<file path="config.mk">
export PLATFORM = sky130hd
export DESIGN_NAME = vram_port_arbiter
export DESIGN_NICKNAME = d
export VERILOG_FILES = /design/src/rtl/vram_port_arbiter.sv
export SDC_FILE = /design/constraint.sdc
export NUM_CORES = 1
export LEC_CHECK = 0
export ABC_CLOCK_PERIOD_IN_PS = 9000
export CAP_MARGIN = 20
export CORE_AREA = 2 2 109 111
export DETAILED_ROUTE_END_ITERATION = 10
export DIE_AREA = 0 0 111 113
export PLACE_DENSITY = 0.58
export SETUP_SLACK_MARGIN = 0.15
export SYNTH_ARGS = -nofsm -noshare
export SYNTH_HDL_FRONTEND = slang
export SYNTH_SLANG_ARGS = --single-unit
</file>
<file path="constraint.sdc">
create_clock -name clk -period 9 [get_ports clk]
set_clock_uncertainty 0.1 [all_clocks]
set_input_delay 2.25 -clock clk [delete_from_list [all_inputs] [get_ports clk]]
set_output_delay 2.25 -clock clk [all_outputs]
set_load 0.02 [all_outputs]
</file>
<file path="src/rtl/vram_port_arbiter.sv">
`default_nettype none
// ============================================================================
// Module   : vram_port_arbiter
// Brief    : Round-robin arbiter sharing one byte-write VRAM port, with read tags
// Revision : 1.0
// ============================================================================
module vram_port_arbiter #(
  parameter int NUM_REQ    = 3,
  parameter int ADDR_W     = 15,
  parameter int NB_COL     = 4,
  parameter int COL_WIDTH  = 8,
  parameter int RD_LATENCY = 2
) (
  input  logic                                  clk,
  input  logic                                  rst_n,
  input  logic [NUM_REQ-1:0]                    req_i,
  input  logic [NUM_REQ*NB_COL-1:0]             we_i,
  input  logic [NUM_REQ*ADDR_W-1:0]             addr_i,
  input  logic [NUM_REQ*NB_COL*COL_WIDTH-1:0]   wdata_i,
  output logic [NUM_REQ-1:0]                    ack_o,
  output logic [NUM_REQ-1:0]                    rvalid_o,
  output logic [NB_COL*COL_WIDTH-1:0]           rdata_o,
  output logic [ADDR_W-1:0]                     ram_addr_o,
  output logic [NB_COL*COL_WIDTH-1:0]           ram_din_o,
  output logic [NB_COL-1:0]                     ram_we_o,
  input  logic [NB_COL*COL_WIDTH-1:0]           ram_dout_i
);

  localparam int DW    = NB_COL * COL_WIDTH;
  localparam int IDX_W = (NUM_REQ > 1) ? $clog2(NUM_REQ) : 1;

  localparam logic [IDX_W:0]   c_num_req = (IDX_W+1)'(NUM_REQ);
  localparam logic [IDX_W-1:0] c_last    = IDX_W'(NUM_REQ - 1);

  logic [IDX_W-1:0]  r_ptr;
  logic [IDX_W-1:0]  w_gnt_idx;
  logic [IDX_W-1:0]  w_ptr_nxt;
  logic [IDX_W:0]    w_cand;
  logic              w_gnt_vld;
  logic              w_gnt_ok;
  logic              w_rd_push;
  logic [NB_COL-1:0] w_sel_we;

  logic [ADDR_W-1:0] w_addr_arr [NUM_REQ];
  logic [DW-1:0]     w_din_arr  [NUM_REQ];
  logic [NB_COL-1:0] w_we_arr   [NUM_REQ];

  logic [RD_LATENCY-1:0] r_pipe_vld;
  logic [IDX_W-1:0]      r_pipe_idx [RD_LATENCY];

  // Search upward from ptr, wrapping; the first asserted request wins.
  always_comb begin
    w_gnt_vld = 1'b0;
    w_gnt_idx = '0;
    w_cand    = '0;
    for (int k = 0; k < NUM_REQ; k++) begin
      w_cand = {1'b0, r_ptr} + (IDX_W+1)'(k);
      if (w_cand >= c_num_req) begin
        w_cand = w_cand - c_num_req;
      end
      if (!w_gnt_vld && req_i[w_cand[IDX_W-1:0]]) begin
        w_gnt_vld = 1'b1;
        w_gnt_idx = w_cand[IDX_W-1:0];
      end
    end
  end

  // Grants are masked while reset is held so the RAM never sees a write.
  assign w_gnt_ok  = w_gnt_vld & rst_n;
  assign w_ptr_nxt = (w_gnt_idx == c_last) ? '0 : w_gnt_idx + 1'b1;
  assign w_sel_we  = w_we_arr[w_gnt_idx];
  assign w_rd_push = w_gnt_ok && (w_sel_we == '0);

  // With no grant w_gnt_idx is 0, so requester 0's fields drive the RAM.
  assign ram_addr_o = w_addr_arr[w_gnt_idx];
  assign ram_din_o  = w_din_arr[w_gnt_idx];
  assign ram_we_o   = w_gnt_ok ? w_sel_we : '0;
  assign rdata_o    = ram_dout_i;

  generate
    for (genvar i = 0; i < NUM_REQ; i++) begin : g_req
      assign w_addr_arr[i] = addr_i[i*ADDR_W +: ADDR_W];
      assign w_din_arr[i]  = wdata_i[i*DW +: DW];
      assign w_we_arr[i]   = we_i[i*NB_COL +: NB_COL];
      assign ack_o[i]      = w_gnt_ok && (w_gnt_idx == IDX_W'(i));
      assign rvalid_o[i]   = r_pipe_vld[RD_LATENCY-1] &&
                             (r_pipe_idx[RD_LATENCY-1] == IDX_W'(i));
    end
  endgenerate

  always_ff @(posedge clk or negedge rst_n) begin
    if (!rst_n) begin
      r_ptr <= '0;
    end else if (w_gnt_vld) begin
      r_ptr <= w_ptr_nxt;
    end
  end

  // Read tag pipe: aligned with the RAM read latency.
  always_ff @(posedge clk or negedge rst_n) begin
    if (!rst_n) begin
      r_pipe_vld <= '0;
      for (int i = 0; i < RD_LATENCY; i++) begin
        r_pipe_idx[i] <= '0;
      end
    end else begin
      r_pipe_vld[0] <= w_rd_push;
      r_pipe_idx[0] <= w_gnt_idx;
      for (int i = 1; i < RD_LATENCY; i++) begin
        r_pipe_vld[i] <= r_pipe_vld[i-1];
        r_pipe_idx[i] <= r_pipe_idx[i-1];
      end
    end
  end

endmodule
`default_nettype wire

</file>
**After elaboration in Yosys (flattened, before gate mapping)**

Cells that the tools add are included.

- Eq/ne operators: 4
- Multipliers: 0
- $add $sub $neg: 6
- Div/mod/pow operators: 0
- Shift operators: 0
- $lt $le $gt $ge: 7
- Reduce and logical (&&, ||, !) cells: 14
- Bitwise gates (word level): 2
- Mux-type cells: 26

Operator list:

| kind | count |
|---|---|
| $bmux W32 S2 | 1 |
| $mux W32 | 2 |
| $bmux W15 S2 | 1 |
| $mux W15 | 2 |
| $mux W2 | 7 |
| $mux W4 | 3 |
| $logic_and A1 B1 Y1 | 9 |
| $lt A2 B3 Y1 const B | 3 |
| $bmux W4 S2 | 1 |
| $bmux W1 S2 | 3 |
| $ge A3 B2 Y1 const B | 2 |
| $mux W1 | 6 |
| $sub A2 B2 Y2 const B | 3 |
| $eq A2 B1 Y1 const B | 2 |
| $eq A2 B2 Y1 const B | 2 |
| $logic_not A2 Y1 | 2 |
| $logic_not A4 Y1 | 1 |
| $add A2 B1 Y3 const B | 1 |
| $add A2 B2 Y3 const B | 1 |
| $ge A3 B3 Y1 const B | 1 |
| $not A2 Y3 | 1 |
| $add A2 B1 Y2 const B | 1 |
| $ge A2 B2 Y1 const B | 1 |
| $logic_not A1 Y1 | 2 |
| $and A1 B1 Y1 | 1 |

- Memory bits (read-only): 0
- Memories kept: 0
- RAM bits: 0
- Word-level logic and storage cells: 63
- Output and inout port bits: 89
- Register bits after elaboration: 8
- Bits in latches: 0

**Longest topological paths before layout**

Gate-level depths: netlist of run 1.

- Word-level depth: 17
- Depth in mapped cells: 12
- Mapped depth without buffers: 9

**Worst setup path after synthesis of run 1**

OpenSTA, ideal clock, no wires.

- Kind: input-to-output
- From: input port req_i[0]
- To: output port ack_o[1]
- Path slack: 2758 ps
- Stages on the path: 6
- Data required time: 6650 ps
- Arrival: 3892 ps
- Path buffers: 0
- Cells stage by stage: mux2_4 > mux2_2 > nor2b_1 > mux2_1 > a22o_1 > nor3_1

- Word-level cells in the longest chain between the ends: 11
- Elaborated cells between the ends (all ways): 19
- Those cells by class: 1 x eq/ne; 12 x mux; 1 x bitwise; 5 x reduce/logical

Ends and longest elaborated chain:

| element | RTL line | source |
|---|---|---|
| from (decl) | 16 | `input logic [NUM_REQ-1:0] req_i,` |
| $bmux W1 S2 | 61 | `if (!w_gnt_vld && req_i[w_cand[IDX_W-1:0]]) begin` |
| $mux W1 (implied by the code) | 61 |  |
| $mux W1 | 61 |  |
| $logic_not A1 Y1 | 61 |  |
| $logic_and A1 B1 Y1 | 61 |  |
| $mux W1 | 61 |  |
| $logic_not A1 Y1 | 61 |  |
| $logic_and A1 B1 Y1 | 61 |  |
| $mux W2 / $mux W1 (equally long branches) | 61 |  |
| $eq A2 B1 Y1 / $and A1 B1 Y1 (equally long branches) | 85, 69 |  |
| $logic_and A1 B1 Y1 * | 85 | `assign ack_o[i] = w_gnt_ok && (w_gnt_idx == IDX_W'(i));` |
| to (decl) | 20 | `output logic [NUM_REQ-1:0] ack_o,` |

Mark *: on every way between the ends. The rest lies on a longest branch, timed or not. The select of a mux whose other input is x is not followed.

**Final worst setup path of run 1**

- From: input port req_i[1]
- To: output port ram_din_o[6]

- Word-level cells in the longest chain between the ends: 13
- Elaborated cells between the ends (all ways): 19
- Those cells by class: 14 x mux; 1 x bitwise; 4 x reduce/logical

Ends and longest elaborated chain:

| element | RTL line | source |
|---|---|---|
| $bmux W1 S2 | 61 |  |
| $mux W1 (implied by the code) | 61 |  |
| $mux W1 | 61 |  |
| $logic_not A1 Y1 | 61 |  |
| $logic_and A1 B1 Y1 | 61 |  |
| $mux W1 | 61 |  |
| $logic_not A1 Y1 | 61 |  |
| $logic_and A1 B1 Y1 | 61 |  |
| $mux W2 * | 61 |  |
| $not A2 Y3 (implied by the code) * | 76 | `assign ram_din_o = w_din_arr[w_gnt_idx];` |
| $bmux W32 S2 * | 76 |  |
| $mux W32 (implied by the code) * (2 in series) | 76 |  |
| to (decl) | 24 | `output logic [NB_COL*COL_WIDTH-1:0] ram_din_o,` |

Marked as above.

==> results of run 1 <==
## cells in the final DEF (no fill, tap or decap), types with 2 or more instances in the layout
| master | synthesis | final |
|---|---|---|
| clkdlybuf4s50_1 | 0 | 214 |
| nand2_1 | 51 | 51 |
| mux2i_1 | 50 | 50 |
| o21ai_0 | 35 | 35 |
| o21ai_1 | 15 | 15 |
| dfrtp_1 | 8 | 8 |
| inv_1 | 4 | 4 |
| nand2b_1 | 4 | 4 |
| nor2b_1 | 4 | 4 |
| mux2_4 | 4 | 4 |
| nor3_1 | 4 | 4 |
| ha_1 | 4 | 4 |
| nor2_1 | 3 | 3 |
| clkbuf_16 | 0 | 3 |
| buf_4 | 36 | 3 |
| nand3b_1 | 2 | 2 |
| mux2_2 | 2 | 2 |
| or3_1 | 2 | 2 |
| a211oi_1 | 2 | 2 |
| nor3b_1 | 2 | 2 |
| and3b_1 | 2 | 2 |
## cells by family after synthesis
family                     Yosys count  share of synthesized area [%]
adders and majority gates            4                           2.61
AOI/OAI and AO/OA                   62                           19.0
muxes                               57                           31.0
and+or+nand+nor                     76                           18.1
DFF                                  8                           10.4
buffers and inverters               55                           19.0
## worst max path at each step
stage	start	endpoint	cells past startpoint
finish	req_i[1]	ram_din_o[6]	10
global placement	req_i[1]	ram_din_o[6]	10
detailed placement	req_i[1]	ram_din_o[6]	10
floorplan	req_i[0]	ack_o[1]	6
CTS	req_i[1]	ram_din_o[6]	10
global route	req_i[1]	ram_din_o[6]	10
## worst max-delay path: cells and delay by family
family | cells | cell delay [ps]
simple gates | 2 | 380
compound gates | 3 | 570
mux | 1 | 240
buf+inv | 4 | 2060
## layout make-up
cell class	count	area, sq um
clock buffers	3	75.1
well taps	143	179
flip-flops and latches	8	200
multi-input cells	199	1370
inverters	5	18.8
repair buffers	218	2180
fillers	1212	7240
## per-layer routing
| metal | part of all wire [%] | up-vias |
|---|---|---|
| li1 | - | 1224 |
| met1 | 38 | 1080 |
| met2 | 50 | 111 |
| met3 | 10 | 20 |
| met4 | 1.6 | 0 |
| met5 | 0 | - |
## flip-flops by register name, indices dropped and copies added (netlist names)
register	count
r_ptr	2
r_pipe_vld	2
r_pipe_idx	4
## where the power goes
part / leakage [nW] / internal, mW / switching (mW)
clock network: 0.0370 / 0.0571 / 0.0155
logic: 1.43 / 0.678 / 0.765
registers: 0.103 / 0.0495 / 0.00742
==> flow_summary_export.csv, run 1 <==
group,metric,value,unit
status,status,"completed",
yosys,syn-num-nets,456,
grt,overflow,0,
critical_path,critical_path_class,"in -> out",
yosys,ys_top_cells_by_area,"mux2i_1 (26%), buf_4 (14%), dfrtp_1 (10%)",
routing,drt_iter0_markers,103,
sta,finalSetupTns,0,ps
clock_network,hold_buffers,0,
worst_hold_path,min_path_type,"reg -> reg",
sta,whs,243,ps
routing,drc,0,
critical_path,cpPeakStageDelay,660,ps
floorplanning,fp.coreArea,11300,sq um
sta,tightestPinTransition,740,ps
routing,vias_per_cell,4.23,
grt,grt_use_total,14.3,%
yosys,synth_area_leader_cell,"mux2i_1",
worst_hold_path,hold_end,"r_pipe_idx[0]",
clock_network,cts_tree,"built",
sta,max_slew_margin,50.6,%
sta,fin_ws,1100,ps
yosys,netlist_area,1920,sq um
critical_path,cp-start-kind,"input port",
layout,area_delta_synth_final,110,%
sta,fmax,127,MHz
layout,fin_util,35.8,%
placed_design,portBuffers,214,
routing,dr.pass1.iters,4,
clock_network,post_cts_resized,0,
layout,nets,629,
grt,busiest_layer,"met2",
sta,final_hold_viol_count,0,
power,p_per_area,390,nW/um^2
worst_hold_path,min_path_cells,0,
clock_network,clkTransAtPathRegs,30,ps
clock_network,clk_path_buf_depth,2,
grt,grt_pass1_vias,2498,
routing,vias,2435,
yosys,ys_async_sr_fraction,100,%
yosys,yosysWarnings,0,
routing,post_drt_wl_per_cell,16.7,um
power,leakage,1.58,nW
placed_design,dpl-instance-area,3960,sq um
critical_path,worstPathRequired,6650,ps
clock_network,clock_latency,230,ps
clock_network,htree_levels,1,
grt,grt_max_degree,51,
critical_path,ff2ff_path_depth,8,
sta,setup_viol,0,
yosys,synth_cell_type_count,36,
clock_network,cts-root-buf,"clkbuf_16",
clock_network,post-cts-setup-buffers,0,
power,vdd_ir_drop_max,0.279,mV
critical_path,r2r-end,"r_pipe_idx[3]",
layout,instances_no_fill,576,
critical_path,reg2reg_slack,5930,ps
yosys,yosysSeqAreaShare,10.4,%
clock_network,cts.sinks,8,
sta,period_minus_slack,7900,ps
floorplanning,dieArea,12500,sq um
placed_design,dpl.hpwl,8140,um
worst_hold_path,hp-start,"r_pipe_idx[2]",
routing,wirelength,9600,um
sta,grt_setup_unrepaired,"no",
grt,use_met2,25.5,%
yosys,synth_edf_count,0,
floorplanning,ios,279,
layout,fin_area,4030,sq um
yosys,synth_most_common_cell,"nand2_1",
critical_path,crit_slowest_cell,"clkdlybuf4s50_1",
routing,drtAntennaViolNets,0,
yosys,synthDominantCellAreaShare,26.1,%
placed_design,dp.cells,573,
yosys,syn_avg_cell_area,7.33,sq um
clock_network,cts_inserted_buffers,3,
placed_design,pre_cts_slack,1070,ps
layout,num_antenna_cells,0,
flow_run,cap_viol_max_count,0,
critical_path,worstReg2RegStart,"r_ptr[1]",
power,power,1.57,mW
critical_path,worstPathCellList,"clkdlybuf4s50_1 > mux2i_1 > o211ai_1 > o311ai_1 > nand2_1 > inv_2 > buf_12 > nand2_1 > o21ai_0 > clkdlybuf4s50_1",
sta,drv_slew,0,
yosys,netlist_instances,262,
placed_design,place.gp.congestion,0.816,
floorplanning,start_util,17.0,%
yosys,ys_ff_latch,8,
grt,grtUsageMet3,5.62,%
grt,grt_pass1_wl,14200,um
floorplanning,die_h,113,um
critical_path,critPathCaptureType,"output port",
floorplanning,die_width,111,um
critical_path,cp_max_fo,50,
grt,antenna_found_initial,0,
floorplanning,fp-row-count,39,
critical_path,crit_arrival,5550,ps
layout,drive_gt1_share,3.93,%
sta,period_share,87.8,%
yosys,synth_ff_type,"dfrtp_1",
grt,use_met1,16.2,%
yosys,synthTopCellsByCount,"nand2_1 (51), mux2i_1 (50), buf_4 (36)",
Power figures use the tool's default switching activity.
==> run 2: changes to the inputs <==
--- a/config.mk
+++ b/config.mk
@@ -11,6 +11,7 @@
 export DETAILED_ROUTE_END_ITERATION = 10
 export DIE_AREA = 0 0 111 113
 export PLACE_DENSITY = 0.58
+export REMOVE_ABC_BUFFERS = 1
 export SETUP_SLACK_MARGIN = 0.15
 export SYNTH_ARGS = -nofsm -noshare
 export SYNTH_HDL_FRONTEND = slang
==> run 2 against run 1 <==
Net effect:
- die area unchanged
- sequential share of layout area is essentially flat
- critical path depth is the same
- worst setup slack improved by 100 ps
- total power shrank 1.8%
- fmax up 1.3%
- global-route usage grew 0.53 points
- via count is 4.4% higher
- hold slack got worse by 4.1 ps
- final area shrank 0.31%
- register-to-register slack better by 20 ps
- critical endpoint is now ram_din_o[5]
==> flow_summary_export.csv, run 2 (synthesis gave the netlist of run 1 again) <==
group,metric,value,unit
status,status,"completed",
routing,post_drt_wl_per_cell,17.5,um
clock_network,clkTransAtPathRegs,30,ps
sta,period_minus_slack,7800,ps
grt,grt_max_degree,39,
floorplanning,dieArea,12500,sq um
layout,final_cell_mix,"clkdlybuf4s50_1 (214), nand2_1 (51), mux2i_1 (50), o21ai_0 (35), o21ai_1 (15)",
clock_network,cts-root-buf,"clkbuf_16",
floorplanning,die_width,111,um
sta,finalSetupTns,0,ps
layout,area_delta_synth_final,109,%
routing,vias_per_cell,4.41,
clock_network,post-cts-setup-buffers,0,
sta,grt_setup_unrepaired,"no",
layout,instances_no_fill,576,
layout,final_common_cell,"clkdlybuf4s50_1",
sta,tightestPinTransition,536,ps
critical_path,critical_path_class,"in -> out",
clock_network,clk_path_buf_depth,2,
grt,grt_pass1_vias,2591,
placed_design,dpl.hpwl,8710,um
layout,top_register,"r_pipe_idx",
clock_network,htree_levels,1,
routing,drtAntennaViolNets,0,
clock_network,cts_inserted_buffers,3,
critical_path,critPathCaptureType,"output port",
critical_path,reg2reg_slack,5950,ps
sta,final_hold_viol_count,0,
floorplanning,die_h,113,um
grt,antenna_found_initial,1,
clock_network,clock_latency,230,ps
floorplanning,fp.coreArea,11300,sq um
power,p_per_area,384,nW/um^2
power,leakage,1.57,nW
clock_network,cts.sinks,8,
routing,wirelength,10100,um
layout,drive_gt1_share,3.93,%
grt,grt_pass1_wl,14400,um
power,vdd_ir_drop_max,0.187,mV
sta,max_slew_margin,64.3,%
layout,nets,629,
critical_path,cp_max_fo,37,
grt,overflow,0,
worst_hold_path,min_path_type,"reg -> reg",
sta,setup_viol,0,
placed_design,dp.cells,573,
routing,drc,0,
critical_path,crit_arrival,5450,ps
critical_path,cp-start-kind,"input port",
routing,dr.pass1.iters,4,
layout,reg_top3,"r_pipe_idx x4, r_pipe_vld x2, r_ptr x2",
floorplanning,fp-row-count,39,
critical_path,worstPathRequired,6650,ps
routing,vias,2542,
layout,nFillCells,1194,
placed_design,portBuffers,214,
critical_path,crit_family,"buffers and inverters",
clock_network,cts_tree,"built",
sta,fmax,128,MHz
layout,largest_reg_flops,4,
floorplanning,start_util,17.0,%
flow_run,cap_viol_max_count,0,
floorplanning,ios,279,
critical_path,cpPeakStageDelay,650,ps
critical_path,path_buf_inv,4,
layout,num_antenna_cells,0,
grt,grt_use_total,14.9,%
critical_path,worstPathCellList,"clkdlybuf4s50_1 > mux2i_1 > o211ai_1 > o311ai_1 > nand2_1 > inv_2 > buf_4 > nand2_1 > o21ai_0 > clkdlybuf4s50_1",
clock_network,post_cts_resized,0,
sta,drv_slew,0,
placed_design,place.gp.congestion,0.774,
routing,drt_iter0_markers,121,
sta,period_share,86.6,%
critical_path,crit_slowest_cell,"clkdlybuf4s50_1",
clock_network,hold_buffers,0,
-- run 2: final cells by class --
class	count	area [sq um]	area share [%]
timing repair buffer	218	2170	54.0
tap	143	179	4.45
sequential	8	200	4.98
inverter	5	18.8	0.467
multi-input combinational	199	1370	34.2
clock buffer	3	75.1	1.87
-- run 2: worst paths after layout --
check	from	end	depth (start not counted)
setup / recovery	req_i[1]	ram_din_o[5]	10
hold / removal	r_pipe_idx[2]	r_pipe_idx[0]	0
setup reg to reg	r_ptr[1]	r_pipe_vld[0]	9
hold reg to reg	r_pipe_idx[2]	r_pipe_idx[0]	0
max in group asynchronous	rst_n	r_pipe_idx[2]	1
min in group asynchronous	rst_n	r_pipe_vld[1]	1
-- run 2: report_power, final --
| part | leakage [nW] | switching (mW) | total, mW | internal (mW) |
|---|---|---|---|---|
| combinational | 1.43 | 0.746 | 1.42 | 0.670 |
| clock | 0.0370 | 0.0149 | 0.0720 | 0.0570 |
| sequential | 0.103 | 0.00767 | 0.0572 | 0.0496 |
-- run 2: through the flow --
stage	power (mW)	util (%)	cell area, sq um	hold slack [ps]	setup slack, ps
after floorplan	0.931	-	1570	231	-632
after global placement	1.48	35.0	3940	234	1270
after detailed placement	1.49	35.0	3940	236	1180
after CTS	1.57	35.7	4020	241	1170
after global routing	1.65	35.7	4020	245	932
final	1.54	35.7	4020	239	1200
-- run 2: metal layers --
metal	GRT usage, %	routed length, um
met3	9.96	1510
met4	0.250	4
met2	22.0	4130
met5	3.92	83
met1	18.7	4360
